===== config.mk =====
export PLATFORM = sky130hd
export DESIGN_NAME = mac_tx_framer
export DESIGN_NICKNAME = d
export VERILOG_FILES = /design/src/rtl/mac_tx_framer.sv
export SDC_FILE = /design/constraint.sdc
export NUM_CORES = 1
export LEC_CHECK = 0
export ABC_AREA = 1
export CORE_ASPECT_RATIO = 0.6
export CORE_UTILIZATION = 33
export CTS_CLUSTER_DIAMETER = 200
export DETAILED_ROUTE_END_ITERATION = 7
export GPL_ROUTABILITY_DRIVEN = 0
export PLACE_DENSITY = 0.55
export SLEW_MARGIN = 20
export SYNTH_ARGS = -nofsm -noshare
export SYNTH_HDL_FRONTEND = slang
export SYNTH_SLANG_ARGS = --single-unit

===== constraint.sdc =====
create_clock -name sys_clk -period 2.2 [get_ports sys_clk]
set_input_delay 0.33 -clock sys_clk [delete_from_list [all_inputs] [get_ports sys_clk]]
set_output_delay 0.33 -clock sys_clk [all_outputs]
set_load 0.02 [all_outputs]

===== src/rtl/mac_tx_framer.sv =====
// Transmit framer: wraps a raw MAC byte stream into a GMII Ethernet frame
// (preamble/SFD, zero pad, CRC-32 FCS, inter-frame gap) with underrun and error marking.
module mac_tx_framer #(
   parameter int IFG_BYTES  = 12,
   parameter int MIN_FRAME  = 60,
   parameter int ENABLE_FCS = 1
) (
   input  logic       sys_clk,
   input  logic       sys_rst,
   input  logic [7:0] mac_tdata_in,
   input  logic       mac_tvalid_in,
   input  logic       mac_tlast_in,
   input  logic       mac_tuser_in,
   output logic       mac_tready_out,
   output logic [7:0] phy_txd_out,
   output logic       phy_tvalid_out,
   output logic       phy_terr_out,
   input  logic       phy_tready_in,
   output logic       tx_underrun_out
);

   localparam logic [2:0] S_IDLE = 3'd0;
   localparam logic [2:0] S_PRE  = 3'd1;
   localparam logic [2:0] S_DATA = 3'd2;
   localparam logic [2:0] S_PAD  = 3'd3;
   localparam logic [2:0] S_FCS  = 3'd4;
   localparam logic [2:0] S_DROP = 3'd5;
   localparam logic [2:0] S_IFG  = 3'd6;

   localparam logic [31:0] CRC_POLY     = 32'hEDB88320;
   localparam logic [10:0] LEN_MAX      = 11'h7FF;
   localparam logic [10:0] MIN_LEN      = 11'(MIN_FRAME);
   localparam logic [15:0] IFG_LAST     = 16'(IFG_BYTES - 1);
   localparam logic [2:0]  S_AFTER_BODY = (ENABLE_FCS != 0) ? S_FCS : S_IFG;

   logic [2:0]  r_state;
   logic [15:0] r_cnt;
   logic [10:0] r_len;
   logic [31:0] r_crc;
   logic        r_bad;
   logic [7:0]  r_txd;
   logic        r_tvalid;
   logic        r_terr;
   logic        r_underrun;

   logic [10:0] w_len_inc;
   logic        w_need_pad;
   logic [31:0] w_crc_data;
   logic [31:0] w_crc_pad;
   logic [31:0] w_fcs;
   logic [7:0]  w_fcs_byte;

   // Reflected CRC-32, one data bit per iteration, LSB of the byte first.
   function automatic logic [31:0] crc8_next(input logic [31:0] crc_in, input logic [7:0] data_in);
      logic [31:0] c;
      c = crc_in;
      for (int i = 0; i < 8; i++) begin
         c = (c[0] ^ data_in[i]) ? ({1'b0, c[31:1]} ^ CRC_POLY) : {1'b0, c[31:1]};
      end
      return c;
   endfunction

   assign w_len_inc  = (r_len == LEN_MAX) ? r_len : r_len + 11'd1;
   assign w_crc_data = crc8_next(r_crc, mac_tdata_in);
   assign w_crc_pad  = crc8_next(r_crc, 8'h00);
   assign w_fcs      = ~r_crc;

   generate
      if (MIN_FRAME > 0) begin : g_pad
         assign w_need_pad = (w_len_inc < MIN_LEN);
      end else begin : g_nopad
         assign w_need_pad = 1'b0;
      end
   endgenerate

   always_comb begin
      w_fcs_byte = w_fcs[7:0];
      case (r_cnt[1:0])
         2'd1:    w_fcs_byte = w_fcs[15:8];
         2'd2:    w_fcs_byte = w_fcs[23:16];
         2'd3:    w_fcs_byte = w_fcs[31:24];
         default: w_fcs_byte = w_fcs[7:0];
      endcase
   end

   assign mac_tready_out  = phy_tready_in & ((r_state == S_DATA) | (r_state == S_DROP));
   assign phy_txd_out     = r_txd;
   assign phy_tvalid_out  = r_tvalid;
   assign phy_terr_out    = r_terr;
   assign tx_underrun_out = r_underrun;

   // A low phy_tready_in freezes every register, outputs included.
   always_ff @(posedge sys_clk) begin
      if (sys_rst) begin
         r_state    <= S_IDLE;
         r_cnt      <= '0;
         r_len      <= '0;
         r_crc      <= 32'hFFFFFFFF;
         r_bad      <= 1'b0;
         r_txd      <= 8'h00;
         r_tvalid   <= 1'b0;
         r_terr     <= 1'b0;
         r_underrun <= 1'b0;
      end else if (phy_tready_in) begin
         r_underrun <= 1'b0;
         case (r_state)
            S_IDLE: begin
               r_txd    <= 8'h00;
               r_tvalid <= 1'b0;
               r_terr   <= 1'b0;
               // The waiting first byte stays on the input until DATA.
               if (mac_tvalid_in) begin
                  r_txd    <= 8'h55;
                  r_tvalid <= 1'b1;
                  r_cnt    <= 16'd1;
                  r_crc    <= 32'hFFFFFFFF;
                  r_len    <= '0;
                  r_bad    <= 1'b0;
                  r_state  <= S_PRE;
               end
            end
            S_PRE: begin
               r_tvalid <= 1'b1;
               r_terr   <= 1'b0;
               if (r_cnt == 16'd7) begin
                  r_txd   <= 8'hD5;
                  r_cnt   <= '0;
                  r_state <= S_DATA;
               end else begin
                  r_txd <= 8'h55;
                  r_cnt <= r_cnt + 16'd1;
               end
            end
            S_DATA: begin
               if (mac_tvalid_in) begin
                  r_txd    <= mac_tdata_in;
                  r_tvalid <= 1'b1;
                  r_terr   <= 1'b0;
                  r_crc    <= w_crc_data;
                  r_len    <= w_len_inc;
                  if (mac_tlast_in) begin
                     r_bad   <= mac_tuser_in;
                     r_cnt   <= '0;
                     r_state <= w_need_pad ? S_PAD : S_AFTER_BODY;
                  end
               end else begin
                  // Upstream ran dry mid-frame: poison one byte and discard the rest.
                  r_txd      <= 8'h00;
                  r_tvalid   <= 1'b1;
                  r_terr     <= 1'b1;
                  r_underrun <= 1'b1;
                  r_state    <= S_DROP;
               end
            end
            S_PAD: begin
               r_txd    <= 8'h00;
               r_tvalid <= 1'b1;
               r_terr   <= 1'b0;
               r_crc    <= w_crc_pad;
               r_len    <= w_len_inc;
               if (w_len_inc == MIN_LEN) begin
                  r_cnt   <= '0;
                  r_state <= S_AFTER_BODY;
               end
            end
            S_FCS: begin
               r_txd    <= w_fcs_byte;
               r_tvalid <= 1'b1;
               r_terr   <= r_bad;
               if (r_cnt[1:0] == 2'd3) begin
                  r_cnt   <= '0;
                  r_state <= S_IFG;
               end else begin
                  r_cnt <= r_cnt + 16'd1;
               end
            end
            S_DROP: begin
               r_txd    <= 8'h00;
               r_tvalid <= 1'b0;
               r_terr   <= 1'b0;
               if (mac_tvalid_in && mac_tlast_in) begin
                  r_cnt   <= '0;
                  r_state <= S_IFG;
               end
            end
            S_IFG: begin
               r_txd    <= 8'h00;
               r_tvalid <= 1'b0;
               r_terr   <= 1'b0;
               if (r_cnt == IFG_LAST) begin
                  r_cnt   <= '0;
                  r_state <= S_IDLE;
               end else begin
                  r_cnt <= r_cnt + 16'd1;
               end
            end
            default: begin
               r_txd    <= 8'h00;
               r_tvalid <= 1'b0;
               r_terr   <= 1'b0;
               r_state  <= S_IDLE;
            end
         endcase
      end
   end

endmodule


==> run_results.csv, run 1 <==
group,metric,value,unit
synth,yosys.cell_types.count,49,
timing,timing_worst_slew_pin_value,796,ps
power_and_ir_drop,share_comb_of_total_power,41.6,%
place,numPlacedInstances,1294,
place,dp_hpwl,16500,um
worst_setup_path,reg2reg_slack,50,ps
synth,post_synth_instance_area,6190,sq um
route,avgRoutedWirePerCell,16.7,um
timing,totalNegativeSetupSlack,0,ps
synth,synth.ff_latch_count,74,
worst_setup_path,slowest_stage,"sky130_fd_sc_hd__dfxtp_2",
floorplanning,chipHeight,108,um
floorplanning,initial_standard_cell_utilization_of_the_core,34.0,%
power_and_ir_drop,power.net_switching,0.00218,W
route,total_wire_length_after_detailed_routing,22000,um
hold_path,hp_class,"flop to flop",
clock_network,numClockSinks,74,
route,drtPass1Iterations,6,
floorplanning,fp-row-count,38,
power_and_ir_drop,swShare,40.9,%
synth,synth-main-ff-cell,"sky130_fd_sc_hd__dfxtp_1",
global_routing,grt_pass1_wl,33900,um
floorplanning,die_width,179,um
finish,layout-area-overhead-vs-synth,25.8,%
finish,final_layout_size_suffix_gt1_share,18.6,%
worst_setup_path,crit_fanout,8,
synth,yosysWarnings,0,
floorplanning,die_area,19300,sq um
worst_setup_path,critical_path_arrival,2360,ps
timing,postLayoutSetupSlackWorst,50.2,ps
power_and_ir_drop,p_int,0.00315,W
synth,fraction_of_synthesis_flops_using_an_asynchronous_set_or_reset_pin,0,%
clock_network,post_cts_hold_buffer_count,0,
global_routing,track_usage,23.3,%
route,ant_nets,0,
clock_network,worstSkewPairLatency,350,ps
worst_setup_path,crit_path_start_kind,"flop",
place,placedInstanceArea,7220,sq um
floorplanning,core_region_area,18200,sq um
synth,cell_types_with_the_largest_area_share_after_synthesis,"sky130_fd_sc_hd__dfxtp_1, sky130_fd_sc_hd__nand2_1, sky130_fd_sc_hd__xor2_1",
timing,slew-limit-headroom,46.9,%
timing,slew_viol_final,0,
synth,synth_edf_count,0,
finish,final_area,7790,sq um
worst_setup_path,criticalPathCategory,"flop to flop",
place,detailedPlace.worstSlack,-175,ps
route,detail_route.vias_per_cell,5.11,
synth,post-synth-top-area-fraction,23.9,%
timing,timing.final.crit_period,2150,ps
finish,stdcell_count,1316,
power_and_ir_drop,static-leakage-power,3.33,nW
worst_setup_path,path_cells,"ha_4 -> nand2_4 -> nor2_4 -> nand3_4 -> nand2_4 -> nand3_4 -> nor2_4 -> nand3_4 -> a21boi_4 -> buf_12 -> nand2_4 -> nand2_2 -> nor2_1",
timing,rsz0062_at_grt,"yes",
synth,synth_nets,997,
finish,diodes,0,
worst_setup_path,critical_path.max_stage_delay,360,ps
worst_setup_path,critical_path_required,2410,ps
status,run_status,"finished, final reports clean",
clock_network,h-tree-depth,3,
worst_setup_path,crit_family,"simple AND/OR/NAND/NOR gates",
timing,final-setup-viol-count,0,
flow_run,cap_violations,0,
route,drc,0,
finish,final_nets,1091,
synth,cell_count_after_synthesis,977,
power_and_ir_drop,power_per_cell_area,685,nW/um^2
power_and_ir_drop,fraction_of_power_consumed_by_sequential_logic,30.1,%
global_routing,gr-total-overflow,0,
synth,synth-seq-area-share,23.9,%
synth,syn_avg_cell_area,6.34,sq um
synth,synth_top_cell_by_area,"sky130_fd_sc_hd__dfxtp_1",
clock_network,cts_inserted_buffers,9,
worst_setup_path,endpoint_kind,"flop",
timing,max_freq,465,MHz
power_and_ir_drop,p_total,0.00533,W
timing,worst_clock_skew,7.25,ps
floorplanning,ios,26,
timing,final_hold_viol_count,0,
route,number_of_drc_markers_after_the_initial_detailed_route_iteration,589,
clock_network,clk_transition_reported_paths,70,ps
clock_network,clock_tree.root_cell,"sky130_fd_sc_hd__clkbuf_16",
power_and_ir_drop,vdd_drop_max,387,uV
global_routing,grt_antenna_before_repair,0,
route,vias,6725,
power_and_ir_drop,power.share.clock,28.3,%
place,buffer_ports.inserted,25,
global_routing,grt_max_degree,59,
timing,period_utilization,97.7,%
worst_setup_path,critPathBufInv,1,
global_routing,number_of_global_route_vias_before_repair,5818,
clock_network,tritoncts,"done",
clock_network,clock_path_buffers,2,
==> worst register-to-register path, cell delays in order (launching register included) <==
cell and delay, ps:
sky130_fd_sc_hd__dfxtp_2 360, sky130_fd_sc_hd__ha_4 150, sky130_fd_sc_hd__nand2_4 60, sky130_fd_sc_hd__nor2_4 190, sky130_fd_sc_hd__nand3_4 200, sky130_fd_sc_hd__nand2_4 140
sky130_fd_sc_hd__nand3_4 100, sky130_fd_sc_hd__nor2_4 110, sky130_fd_sc_hd__nand3_4 120, sky130_fd_sc_hd__a21boi_4 260, sky130_fd_sc_hd__buf_12 180, sky130_fd_sc_hd__nand2_4 50
sky130_fd_sc_hd__nand2_2 50, sky130_fd_sc_hd__nor2_1 40
==> layout by cell type (no fill, tap or decap), types with 12 or more instances in the layout <==
master                              n
sky130_fd_sc_hd__a21oi_1           67
sky130_fd_sc_hd__buf_4             91
sky130_fd_sc_hd__clkdlybuf4s50_1   23
sky130_fd_sc_hd__dfxtp_1           71
sky130_fd_sc_hd__inv_1             79
sky130_fd_sc_hd__inv_2             14
sky130_fd_sc_hd__nand2_1          248
sky130_fd_sc_hd__nand2_2           17
sky130_fd_sc_hd__nand3_1           61
sky130_fd_sc_hd__nor2_1            77
sky130_fd_sc_hd__o21ai_0           52
sky130_fd_sc_hd__o21ai_1           19
sky130_fd_sc_hd__o22ai_1           13
sky130_fd_sc_hd__or2_2             12
sky130_fd_sc_hd__xnor2_1           36
sky130_fd_sc_hd__xor2_1            62
==> flip-flops by register name, indices dropped and copies added, names as in the netlist <==
register and cells:
r_len 11, phy_terr_out 1, r_bad 1, r_cnt 16, r_crc 32, r_state 3, tx_underrun_out 1, phy_txd_out 8
phy_tvalid_out 1
==> synthesized netlist by cell type (2+ instances only) <==
cell type	instances
sky130_fd_sc_hd__nand2_1	268
sky130_fd_sc_hd__inv_1	81
sky130_fd_sc_hd__nor2_1	80
sky130_fd_sc_hd__dfxtp_1	74
sky130_fd_sc_hd__a21oi_1	67
sky130_fd_sc_hd__nand3_1	63
sky130_fd_sc_hd__xor2_1	62
sky130_fd_sc_hd__o21ai_0	52
sky130_fd_sc_hd__xnor2_1	39
sky130_fd_sc_hd__o21ai_1	20
sky130_fd_sc_hd__clkbuf_1	17
sky130_fd_sc_hd__o22ai_1	13
sky130_fd_sc_hd__inv_2	12
sky130_fd_sc_hd__or2_2	12
sky130_fd_sc_hd__nor3_1	11
sky130_fd_sc_hd__o211ai_1	11
sky130_fd_sc_hd__nand4_1	10
sky130_fd_sc_hd__buf_4	9
sky130_fd_sc_hd__o221ai_1	8
sky130_fd_sc_hd__buf_2	7
sky130_fd_sc_hd__ha_1	6
sky130_fd_sc_hd__nand2_2	5
sky130_fd_sc_hd__nor2_4	5
sky130_fd_sc_hd__buf_6	4
sky130_fd_sc_hd__nand3b_1	4
sky130_fd_sc_hd__a22oi_1	3
sky130_fd_sc_hd__nand2_4	3
sky130_fd_sc_hd__nor2_2	3
sky130_fd_sc_hd__buf_1	2
sky130_fd_sc_hd__nand2b_1	2
sky130_fd_sc_hd__nand3_4	2
sky130_fd_sc_hd__nor3_2	2
sky130_fd_sc_hd__nor4_1	2
sky130_fd_sc_hd__o21a_1	2
sky130_fd_sc_hd__or2_1	2
==> power by group through the flow <==
stage                     clock network (W)  registers (W)  logic (W)
after floorplan                           0        0.00156    0.00141
after global placement                    0        0.00163    0.00209
after detailed placement                  0        0.00162    0.00210
after CTS                           0.00154        0.00159    0.00211
after global routing                0.00159        0.00161    0.00243
final                               0.00151        0.00160    0.00222
==> what timing repair did <==
item	CTS	global route
buffers inserted	0	3
cloned	0	3
resized for setup	1	52
endpoints found under the setup margin	1	26
pin swaps	0	23
==> cells by family after synthesis <==
logic type | count (synthesis) | share of synthesized area, %
compound gates | 182 | 16.5
xor+xnor | 103 | 15.0
fa+ha+maj | 6 | 1.21
buf+inv | 134 | 9.33
flops | 74 | 23.9
simple gates | 478 | 34.0
==> through the flow <==
step	hold slack [ps]	utilization, %
after global routing	496	42.8
after global placement	457	39.6
final	468	42.8
after detailed placement	460	39.6
after CTS	470	41.2
after floorplan	440	-
==> layout make-up <==
| cell class | instances | area (sq um) |
|---|---|---|
| repair buffers | 120 | 1000 |
| clock buffers | 9 | 225 |
| clock inverters | 7 | 65.1 |
| fillers | 1916 | 10400 |
| flip-flops and latches | 74 | 1490 |
| multi-input cells | 771 | 4350 |
| inverters | 95 | 359 |
| well taps | 240 | 300 |
==> path summary, 6_finish.rpt <==
check / from / endpoint / depth (start not counted)
max: r_len[1] / r_cnt[11] / 13
min: tx_underrun_out / tx_underrun_out / 2
max reg2reg: r_len[1] / r_cnt[11] / 13
min reg2reg: tx_underrun_out / tx_underrun_out / 2
==> per-layer routing <==
metal | up-vias | GRT usage [%] | wire [um]
li1 | 3368 | - | -
met2 | 259 | 29.9 | 7980
met5 | - | 0 | 0
met3 | 21 | 6.50 | 2400
met1 | 3077 | 37.0 | 11400
met4 | 0 | 4.24 | 228
Note: power is estimated with default switching activity, not from simulation.
==> run 2: changes to the inputs <==
Settings changed: CORE_MARGIN set to 8, CORE_UTILIZATION 33 to 40, PLACE_DENSITY 0.55 to 0.62.
==> run 2 against run 1 <==
  * Power down 0.41%
  * Count of clock-buffer cells in the layout unchanged
  * Largest power group unchanged
  * First-iteration DRC count is 13% higher
  * Via count about the same
  * Clock skew rose by 1.7 ps
  * Worst hold slack lost 120 ps
  * Register-to-register slack improved by 20 ps
  * Final cell count shrank 3.0%
==> run_results.csv, run 2 (synthesis results as in run 1) <==
group,metric,value,unit
status,run_status,"finished, final reports clean",
timing,rsz0062_at_grt,"yes",
place,dp_hpwl,15900,um
clock_network,worstSkewPairLatency,360,ps
global_routing,track_usage,21.1,%
worst_setup_path,endpoint_kind,"flop",
worst_setup_path,r2r_start,"r_len[1]",
hold_path,holdPathStages,2,
route,drtPass1Iterations,5,
route,avgRoutedWirePerCell,16.9,um
power_and_ir_drop,vdd_drop_max,356,uV
timing,max_freq,469,MHz
global_routing,grt_max_degree,45,
timing,postLayoutSetupSlackWorst,66.1,ps
clock_network,tritoncts,"done",
global_routing,grt_antenna_before_repair,0,
clock_network,numClockSinks,74,
floorplanning,fp-row-count,35,
worst_setup_path,ff2ff_path_depth,13,
clock_network,clock_tree.root_cell,"sky130_fd_sc_hd__clkbuf_16",
worst_setup_path,critical_path.max_stage_delay,360,ps
timing,final-setup-viol-count,0,
clock_network,clock_path_buffers,2,
power_and_ir_drop,power_per_cell_area,690,nW/um^2
floorplanning,core_region_area,15200,sq um
route,drc,0,
worst_setup_path,critical_path_required,2440,ps
finish,layout-area-overhead-vs-synth,24.3,%
worst_setup_path,crit_family,"simple AND/OR/NAND/NOR gates",
global_routing,gr-total-overflow,0,
finish,final_nets,1088,
finish,multi_input_comb_area,4310,sq um
floorplanning,initial_standard_cell_utilization_of_the_core,40.6,%
route,ant_nets,0,
finish,layout_commonest_cell,"sky130_fd_sc_hd__nand2_1",
timing,slew-limit-headroom,62.7,%
worst_setup_path,reg2reg_slack,70,ps
clock_network,cts_inserted_buffers,9,
finish,diodes,0,
worst_setup_path,slowest_stage,"sky130_fd_sc_hd__dfxtp_2",
finish,final_area,7700,sq um
floorplanning,die_width,177,um
finish,final_layout_size_suffix_gt1_share,17.3,%
hold_path,hp_class,"input port to flop",
place,placedInstanceArea,7150,sq um
clock_network,h-tree-depth,3,
worst_setup_path,crit_path_start_kind,"flop",
finish,fillers,1569,
flow_run,cap_violations,0,
route,total_wire_length_after_detailed_routing,21500,um
global_routing,grt_pass1_wl,33200,um
floorplanning,die_area,19900,sq um
worst_setup_path,critical_path_arrival,2370,ps
floorplanning,chipHeight,112,um
finish,regMostFlops,"r_crc",
timing,period_utilization,97.0,%
timing,timing_worst_slew_pin_value,558,ps
finish,largest_registers,"r_crc (32), r_cnt (16), r_len (11)",
place,detailedPlace.worstSlack,-117,ps
finish,top_library_cells_by_usage_in_the_layout_fill_and_taps_aside,"sky130_fd_sc_hd__nand2_1, sky130_fd_sc_hd__buf_4, sky130_fd_sc_hd__inv_1",
place,buffer_ports.inserted,25,
global_routing,number_of_global_route_vias_before_repair,5894,
route,number_of_drc_markers_after_the_initial_detailed_route_iteration,665,
timing,final_hold_viol_count,0,
finish,largest_register_ffs,32,
floorplanning,ios,26,
timing,timing.final.crit_period,2130,ps
clock_network,clk_transition_reported_paths,70,ps
worst_setup_path,criticalPathCategory,"flop to flop",
hold_path,worst_hold_path.endpoint,"r_cnt[6]",
worst_setup_path,crit_fanout,8,
route,vias,6730,
timing,slew_viol_final,0,
worst_setup_path,critPathBufInv,1,
timing,worst_clock_skew,8.95,ps
worst_setup_path,worstReg2RegEnd,"r_cnt[11]",
worst_setup_path,path_cells,"ha_4 -> nand2_4 -> nor2_4 -> nand3_4 -> nand2_4 -> nand3_4 -> nor2_4 -> nand3_4 -> a21boi_4 -> buf_12 -> nand2_2 -> nand2_1 -> nor2_1",
finish,ff_latch_area,1490,sq um
power_and_ir_drop,static-leakage-power,3.32,nW
worst_setup_path,critical_path.most_common_cell,"sky130_fd_sc_hd__nand3_4",
route,detail_route.vias_per_cell,5.27,
hold_path,worst_hold_startpoint,"sys_rst",
-- run 2: cell types whose count changed in the layout (fill, tap and decap cells not counted), moves of 2 or more --
cell                      change
sky130_fd_sc_hd__nor2_2       +2
sky130_fd_sc_hd__nand2_2      -5
sky130_fd_sc_hd__nand2_1      +8
sky130_fd_sc_hd__xnor2_2      -3
sky130_fd_sc_hd__xnor2_1      +3
sky130_fd_sc_hd__inv_2        -2
sky130_fd_sc_hd__buf_12       +2
sky130_fd_sc_hd__buf_4        -5
sky130_fd_sc_hd__nand2_4      -3
sky130_fd_sc_hd__inv_1        +2
-- run 2: worst max path at each step --
stage                    startpoint         to  slack, ps  depth (start not counted)
floorplan                  r_len[0]   r_cnt[8]        190                         14
global placement    mac_tdata_in[2]   r_crc[4]       -120                         13
detailed placement  mac_tdata_in[1]  r_crc[23]       -120                         13
CTS                        r_len[0]   r_cnt[5]         80                         12
global route               r_len[1]   r_cnt[1]        -60                         12
finish                     r_len[1]  r_cnt[11]         70                         13
-- run 2: worst register-to-register path, delay by kind of cell (launching register included) --
family,cells,cell delay [ps]
AND/OR/NAND/NOR,10,1060
flip-flops,1,360
AO/OA/AOI/OAI,1,270
buffers and inverters,1,170
adder cells (fa/ha/maj),1,150
-- run 2: metrics by stage --
| step | util, % | hold WS, ps | power (W) | setup TNS, ps | cells |
|---|---|---|---|---|---|
| floorplan | - | 440 | 0.00297 | 0 | 977 |
| global placement | 46.9 | 452 | 0.00370 | -816 | 1251 |
| detailed placement | 46.9 | 460 | 0.00372 | -1150 | 1251 |
| CTS | 48.8 | 350 | 0.00525 | 0 | 1267 |
| global route | 50.5 | 365 | 0.00559 | -582 | 1276 |
| finish | 50.5 | 348 | 0.00531 | 0 | 1276 |
-- run 2: power by group --
group          switching, W  total [W]  internal, W
Clock              0.000711    0.00151     0.000799
Sequential         0.000155    0.00160      0.00144
Combinational       0.00129    0.00220     0.000910
Total               0.00216    0.00531      0.00315
-- run 2: repair_timing --
item / in CTS / in global routing
cloned: 0 / 3
gates resized for setup: 2 / 39
buffers inserted: 0 / 7
setup endpoints to repair: 1 / 20
hold buffers: 0 / 0
pin swaps: 0 / 17
-- run 2: layout make-up --
cell class                 instances  share of cell area [%]
clock buffer                       9                    2.92
clock inverter                     7                   0.861
inverter                          95                    4.66
multi-input combinational        771                    55.9
sequential                        74                    19.3
tap                              203                    3.30
timing repair buffer             117                    13.1
-- run 2: per-layer routing --
layer  wire [um]  track usage (%)
met5           0                0
met4         257             5.08
met3        2580             6.70
met2        7870             25.8
met1       10800             33.4
